[src/rtl/mux_rr_pkg.sv]
// Shared defaults and the round-robin grant search for mux_rr_fifo.
package mux_rr_pkg;

  localparam int DATA_W_DEF = 8;
  localparam int CH_DEF     = 2;
  localparam int DEPTH_DEF  = 4;
  localparam int CNT_W_DEF  = 8;

  localparam int MAX_CH = 32;
  localparam int GNT_W  = 5;

  typedef struct packed {
    logic             found;
    logic [GNT_W-1:0] grant;
  } rr_gnt_t;

  // Lowest requester at or above ptr wins; if none, wrap to the lowest requester overall.
  function automatic rr_gnt_t rr_next(input logic [MAX_CH-1:0] req,
                                      input logic [GNT_W-1:0]  ptr);
    logic [MAX_CH-1:0] mask;
    logic [MAX_CH-1:0] masked;
    rr_gnt_t           r;
    mask   = ~((MAX_CH'(1) << ptr) - MAX_CH'(1));
    masked = req & mask;
    r      = '0;
    for (int i = MAX_CH - 1; i >= 0; i--) begin
      if (req[i]) begin
        r.found = 1'b1;
        r.grant = GNT_W'(i);
      end
    end
    for (int i = MAX_CH - 1; i >= 0; i--) begin
      if (masked[i]) r.grant = GNT_W'(i);
    end
    return r;
  endfunction

endpackage

[src/rtl/mux_rr_fifo_sync_fifo.sv]
// Single-clock FIFO with combinational head; the caller never pushes when full
// unless it pops on the same edge, and never pops when empty.
module sync_fifo #(
  parameter int DATA_W = 8,
  parameter int DEPTH  = 4
) (
  input  logic                     clk,
  input  logic                     reset,
  input  logic                     push,
  input  logic                     pop,
  input  logic [DATA_W-1:0]        wdata,
  output logic [DATA_W-1:0]        rdata,
  output logic [$clog2(DEPTH):0]   count,
  output logic                     full,
  output logic                     empty
);

  localparam int AW = $clog2(DEPTH);
  localparam int CW = AW + 1;

  logic [DATA_W-1:0] mem [DEPTH];
  logic [AW-1:0]     wptr;
  logic [AW-1:0]     rptr;
  logic [CW-1:0]     cnt;

  always_ff @(posedge clk or posedge reset) begin
    if (reset) begin
      wptr <= '0;
      rptr <= '0;
      cnt  <= '0;
    end else begin
      if (push) wptr <= wptr + AW'(1);
      if (pop)  rptr <= rptr + AW'(1);
      case ({push, pop})
        2'b10:   cnt <= cnt + CW'(1);
        2'b01:   cnt <= cnt - CW'(1);
        default: cnt <= cnt;
      endcase
    end
  end

  // Storage is left unreset; flushing the pointers discards the contents.
  always_ff @(posedge clk) begin
    if (push) mem[wptr] <= wdata;
  end

  assign rdata = mem[rptr];
  assign count = cnt;
  assign full  = (cnt == CW'(DEPTH));
  assign empty = (cnt == '0);

endmodule

[src/rtl/mux_rr_fifo.sv]
// CH-channel buffered round-robin valid-stream mux with overflow reporting.
// Optional saturating per-channel drop counters: define MUX_RR_DROP_CNT_EN.
module mux_rr_fifo
  import mux_rr_pkg::*;
#(
  parameter int DATA_W = DATA_W_DEF,
  parameter int CH     = CH_DEF,
  parameter int DEPTH  = DEPTH_DEF,
  parameter int CNT_W  = CNT_W_DEF
) (
  input  logic                   clk,
  input  logic                   reset,
  input  logic [CH*DATA_W-1:0]   data_in,
  input  logic [CH-1:0]          valid_in,
  output logic [DATA_W-1:0]      data_out,
  output logic                   valid_out,
  output logic [$clog2(CH)-1:0]  ch_out,
  output logic [CH-1:0]          fifo_full,
  output logic [CH-1:0]          overflow
`ifdef MUX_RR_DROP_CNT_EN
  ,
  output logic [CH*CNT_W-1:0]    drop_cnt
`endif
);

  localparam int CH_W = $clog2(CH);
  localparam int CW   = $clog2(DEPTH) + 1;

  if (CH < 2 || CH > MAX_CH) begin : g_bad_ch
    $error("mux_rr_fifo: CH out of range");
  end
  if (DEPTH < 2 || (DEPTH & (DEPTH - 1)) != 0) begin : g_bad_depth
    $error("mux_rr_fifo: DEPTH must be a power of 2, at least 2");
  end
  if (CNT_W < 1) begin : g_bad_cnt_w
    $error("mux_rr_fifo: CNT_W must be positive");
  end

  logic [CH-1:0]     push_p0;
  logic [CH-1:0]     pop_p0;
  logic [CH-1:0]     drop_p0;
  logic [CH-1:0]     full_w;
  logic [CH-1:0]     empty_w;
  logic [DATA_W-1:0] head_w  [CH];
  logic [CW-1:0]     count_w [CH];
  logic [MAX_CH-1:0] req_p0;
  rr_gnt_t           gnt_p0;
  logic [DATA_W-1:0] sel_data_p0;
  logic [GNT_W-1:0]  ptr_nxt_p0;

  logic [CH_W-1:0]   ptr;
  logic [DATA_W-1:0] data_p1;
  logic              vld_p1;
  logic [CH_W-1:0]   ch_p1;
  logic [CH-1:0]     ovf_p1;

  for (genvar i = 0; i < CH; i++) begin : g_fifo
    sync_fifo #(.DATA_W(DATA_W), .DEPTH(DEPTH)) u_fifo (
      .clk   (clk),
      .reset (reset),
      .push  (push_p0[i]),
      .pop   (pop_p0[i]),
      .wdata (data_in[i*DATA_W +: DATA_W]),
      .rdata (head_w[i]),
      .count (count_w[i]),
      .full  (full_w[i]),
      .empty (empty_w[i])
    );
    assign fifo_full[i] = (count_w[i] == CW'(DEPTH));
  end

  // Stage p0: arbitrate on pre-edge FIFO state, then gate pushes against it.
  always_comb begin
    req_p0          = '0;
    req_p0[CH-1:0]  = ~empty_w;
    gnt_p0          = rr_next(req_p0, GNT_W'(ptr));
    pop_p0          = '0;
    sel_data_p0     = '0;
    for (int i = 0; i < CH; i++) begin
      if (gnt_p0.found && gnt_p0.grant == GNT_W'(i)) begin
        pop_p0[i]   = 1'b1;
        sel_data_p0 = head_w[i];
      end
    end
    ptr_nxt_p0 = (gnt_p0.grant == GNT_W'(CH - 1)) ? '0 : gnt_p0.grant + GNT_W'(1);
    push_p0    = valid_in & (~full_w | pop_p0);
    drop_p0    = valid_in & full_w & ~pop_p0;
  end

  // Stage p1: registered output, source tag and overflow pulse.
  always_ff @(posedge clk or posedge reset) begin
    if (reset) begin
      ptr     <= '0;
      vld_p1  <= 1'b0;
      data_p1 <= '0;
      ch_p1   <= '0;
      ovf_p1  <= '0;
    end else begin
      ovf_p1 <= drop_p0;
      vld_p1 <= gnt_p0.found;
      if (gnt_p0.found) begin
        data_p1 <= sel_data_p0;
        ch_p1   <= CH_W'(gnt_p0.grant);
        ptr     <= CH_W'(ptr_nxt_p0);
      end
    end
  end

  assign data_out  = data_p1;
  assign valid_out = vld_p1;
  assign ch_out    = ch_p1;
  assign overflow  = ovf_p1;

`ifdef MUX_RR_DROP_CNT_EN
  for (genvar i = 0; i < CH; i++) begin : g_drop_cnt
    logic [CNT_W-1:0] cnt_p1;
    always_ff @(posedge clk or posedge reset) begin
      if (reset) begin
        cnt_p1 <= '0;
      end else if (drop_p0[i] && cnt_p1 != '1) begin
        cnt_p1 <= cnt_p1 + CNT_W'(1);
      end
    end
    assign drop_cnt[i*CNT_W +: CNT_W] = cnt_p1;
  end
`endif

endmodule
[config.mk]
export PLATFORM = sky130hd
export DESIGN_NAME = mux_rr_fifo
export DESIGN_NICKNAME = d
export VERILOG_FILES = /design/src/rtl/mux_rr_pkg.sv /design/src/rtl/mux_rr_fifo_sync_fifo.sv /design/src/rtl/mux_rr_fifo.sv
export SDC_FILE = /design/constraint.sdc
export NUM_CORES = 1
export LEC_CHECK = 0
export BUFFER_PORTS_ARGS = -buffer_cell sky130_fd_sc_hd__buf_4
export CORE_ASPECT_RATIO = 1.1
export CORE_MARGIN = 5
export CORE_UTILIZATION = 55
export CTS_BUF_LIST = sky130_fd_sc_hd__clkbuf_2 sky130_fd_sc_hd__clkbuf_4 sky130_fd_sc_hd__clkbuf_8
export DETAILED_ROUTE_END_ITERATION = 10
export PLACE_DENSITY = 0.81
export SLEW_MARGIN = 5
export SYNTH_ARGS = -nofsm -noshare
export SYNTH_HDL_FRONTEND = slang
export SYNTH_HIERARCHICAL = 1
export SYNTH_SLANG_ARGS = --single-unit
[constraint.sdc]
create_clock -name clk -period 2.8 [get_ports clk]
set_input_delay 0.56 -clock clk [delete_from_list [all_inputs] [get_ports clk]]
set_output_delay 0.56 -clock clk [all_outputs]
set_load 0.1 [all_outputs]
==> summary.md <==
| Metric | Value |
|---|---|
| Max-cap violations | `0` |
| Cells after synthesis | `218` |
| Placer Congestion | `about 0.8` |
| Worst skew pair latency | `around 0.35 ns` |
| Initial cell density of the core | `between 50% and 60%` |
| Mapped cell area | `between 3000 and 4000 µm²` |
| Top_reg_cell synth | `edfxtp_1` |
| Sw power | `2.106 mW` |
| # resized after CTS | `0` |
| Initial antenna violation count | `0` |
| CP Class | `reg2reg` |
| WP data required | `3.08 ns` |
| Minimum clock period after layout | `~2.4 ns` |
| Seq pwr share | `around 42%` |
| Slew Limit Fails | `0` |
| Internal power | `3.044 mW` |
| Synthesis-to-layout area growth | `12.53%` |
| FILL cells | `about 480` |
| Register area | `about 2600 µm²` |
| Die H | `97.12 µm` |
| Grt ovf | `0` |
| Period utilisation layout | `between 80% and 90%` |
| Synthesized net count | `250` |
| Seq cells post-synth | `91` |
| EDFF count, synth | `64` |
| Routed wire length | `slightly above 6 mm` |
| Pre-CTS setup slack | `0.3908 ns` |
| Switching share of total power | `40.89%` |
| Logic gate share of total power | `a little over two fifths` |
| Startpoint types | `flip-flop` |
| Sink Count | `91` |
| Post-route ant nets | `0` |
| TritonCTS clock tree | `yes` |
| Pwr Total | `about 5.1 mW` |
| Leakage | `around 1.6 nW` |
| Worst-Margin Slew | `slightly below 0.6 ns` |
| Hold-fix buffer count after cts | `0` |
| Outcome | `finished, final reports clean` |
| Clock power frac | `between 10% and 20%` |
| Clock transition at the registers of the reported paths | `0.08 ns` |
| Fin area | `about 4300 µm²` |
| Arrival @ worst endpoint | `approximately 2.7 ns` |
| Crit. Startpoint | `g_fifo[1].u_fifo/count[0]$_DFFE_PP0P_` |
| Core area | `6671 µm²` |
| # setup viols final | `0` |
| Root Driver | `clkbuf_8` |
| H-tree Lvls | `3` |
| Critical R2R Launch | `g_fifo[1].u_fifo/count[0]$_DFFE_PP0P_` |
| Share of cells above drive strength 1 | `27.10%` |
| Fin Clk Skew | `~0.0063 ns` |
| Final Hold Viols | `0` |
| Worst Hold Class | `in2async` |
| I/O pins | `34` |
| Synth warn | `6` |
| Asr flop ratio synth | `roughly 30%` |
| Post-synth top cells | `edfxtp_1 (64), dfrtp_1 (27), inv_1 (18), mux4_2 (16), nand2_1 (13)` |
| WHS | `between 0.1 and 0.15 ns` |
| DP Wirelength | `about 4.4 mm` |
| Pre-antenna DRT Iters | `4` |
| Diode count | `0` |
| Maximum root-to-sink buffer count | `2` |
| Vias in the first global route | `slightly below 2k` |
| Post-Syn Area per Cell | `about 17 µm²` |
| Peak Freq | `a little over 400 MHz` |
| Largest area contributor in the netlist | `edfxtp_1` |
| Row count | `31` |
| Avg WL per Cell | `between 15 and 20 µm` |
| Top-area cell type share of the netlist area | `between 50 and 60%` |
| Routed via count | `1855` |
| Max-slew headroom | `61.11%` |
| Residual DRC | `0` |
| Port Buffers | `33` |
| RSZ-0062 raised after global routing | `false` |
| Total GRT Usage | `between 10% and 20%` |
| Pin count of the biggest net entering global routing | `14` |
| Full die area | `8663 µm²` |
| CP max FO | `8` |
| Register area share after synthesis | `between 60% and 70%` |
| Nets | `just under 300` |
| Power per cell area | `approximately 1200 nW/µm²` |
| Count leader, synth | `edfxtp_1` |
| Max VDD drop | `~1100 µV` |
| # Post-CTS Setup Buffers | `0` |
| Multi-input gate area | `around 1100 µm²` |
| Setup TNS | `0 ns` |
| Synth unique cells | `25` |
| Final WS setup | `0.3788 ns` |
| Initial DRC Count | `between 80 and 90` |
| Main area contributors after synthesis | `edfxtp_1 (51%), dfrtp_1 (18%), mux4_2 (9.5%)` |
| First-pass GRT wire length | `approximately 10 mm` |
| DP Area | `between 4000 and 5000 µm²` |
| Vias per inst | `approximately 5.4` |
| Critical Path Sink Type | `flip-flop` |
| Num CTS Buffers | `9` |
| Chip Width | `a little under 90 µm` |
-- layout make-up --
| cell class | instances | area share [%] |
|---|---|---|
| clock buffers | 11 | 3.252 |
| clock inverters | 5 | 0.4688 |
| inverters | 18 | 1.582 |
| multi-input cells | 100 | 24.96 |
| flip-flops and latches | 91 | 60.83 |
| well taps | 82 | 2.403 |
| repair buffers | 37 | 6.505 |
-- registers in the layout (all words and copies together), names as in the netlist --
| register | count |
|---|---|
| ptr | 1 |
| g_fifo.u_fifo/mem | 64 |
| ch_out | 1 |
| overflow | 2 |
| g_fifo.u_fifo/count | 6 |
| g_fifo.u_fifo/rptr | 4 |
| valid_out | 1 |
| g_fifo.u_fifo/wptr | 4 |
| data_out | 8 |
-- cells in the final DEF, fill, tap and decap left out, types with 2 or more instances in the layout --
cell,instances
nor3b_2,2
clkbuf_4,2
ha_1,10
fa_1,2
clkinv_1,4
dfrtp_1,27
inv_1,18
mux4_2,16
nand2_1,13
mux2i_1,10
and2_1,9
xnor2_1,4
o21ai_0,3
and3_1,3
nand2b_4,2
edfxtp_1,64
xor2_1,8
o221a_1,7
nor2_1,5
buf_4,37
clkbuf_8,9
-- worst max-delay path, stage by stage (launching register included) --
cell and delay (ns):
dfrtp_1 0.44, nor3_2 0.26, buf_4 0.19, o21ai_0 0.11, and2_1 0.24, inv_1 0.08
ha_1 0.17, inv_1 0.06, fa_1 0.37, xor2_1 0.15, nor2_1 0.12, xor2_1 0.15
-- kinds of logic after synthesis --
kind of cell / share of synthesized area (%)
compound gates: 3.297
xor+xnor: 2.770
fa+ha+maj: 4.352
buf+inv: 3.857
flops: 68.45
mux: 12.13
simple gates: 5.143
-- worst paths after layout --
kind,endpoint,slack (ns),cells after the start
max,g_fifo[1].u_fifo/count[2]$_DFFE_PP0P_,0.38,11
min,g_fifo[1].u_fifo/count[2]$_DFFE_PP0P_,0.15,2
max reg2reg,g_fifo[1].u_fifo/count[2]$_DFFE_PP0P_,0.38,11
min reg2reg,g_fifo[0].u_fifo/count[2]$_DFFE_PP0P_,0.52,1
max in group asynchronous,ch_out$_DFFE_PP0P_,2.22,2
min in group clk,g_fifo[0].u_fifo/mem[0][7]$_DFFE_PP_,0.41,1
-- metal layers --
layer  track usage [%]  share of wire [%]  up-vias
li1                  -                  -      879
met1             22.24                 44      922
met2             23.88                 50       45
met3             4.326                4.7        9
met4             6.529                1.5        0
met5                 0                  0        -
-- metrics by stage --
stage | util, % | instances
after floorplan | - | 218
after global placement | 61.63 | 328
after detailed placement | 61.63 | 328
after CTS | 64.01 | 344
after global routing | 64.01 | 344
final | 64.01 | 344
-- power by group through the flow --
stage	sequential (mW)	combinational [mW]	clock (mW)
2_1_floorplan	2.55	1.44	0
3_3_place_gp	2.18	2.20	0
3_5_place_dp	2.21	2.24	0
4_1_cts	2.18	2.26	0.759
5_1_grt	2.23	2.40	0.826
6_report	2.17	2.24	0.741
(Power assumes the default switching activity.)
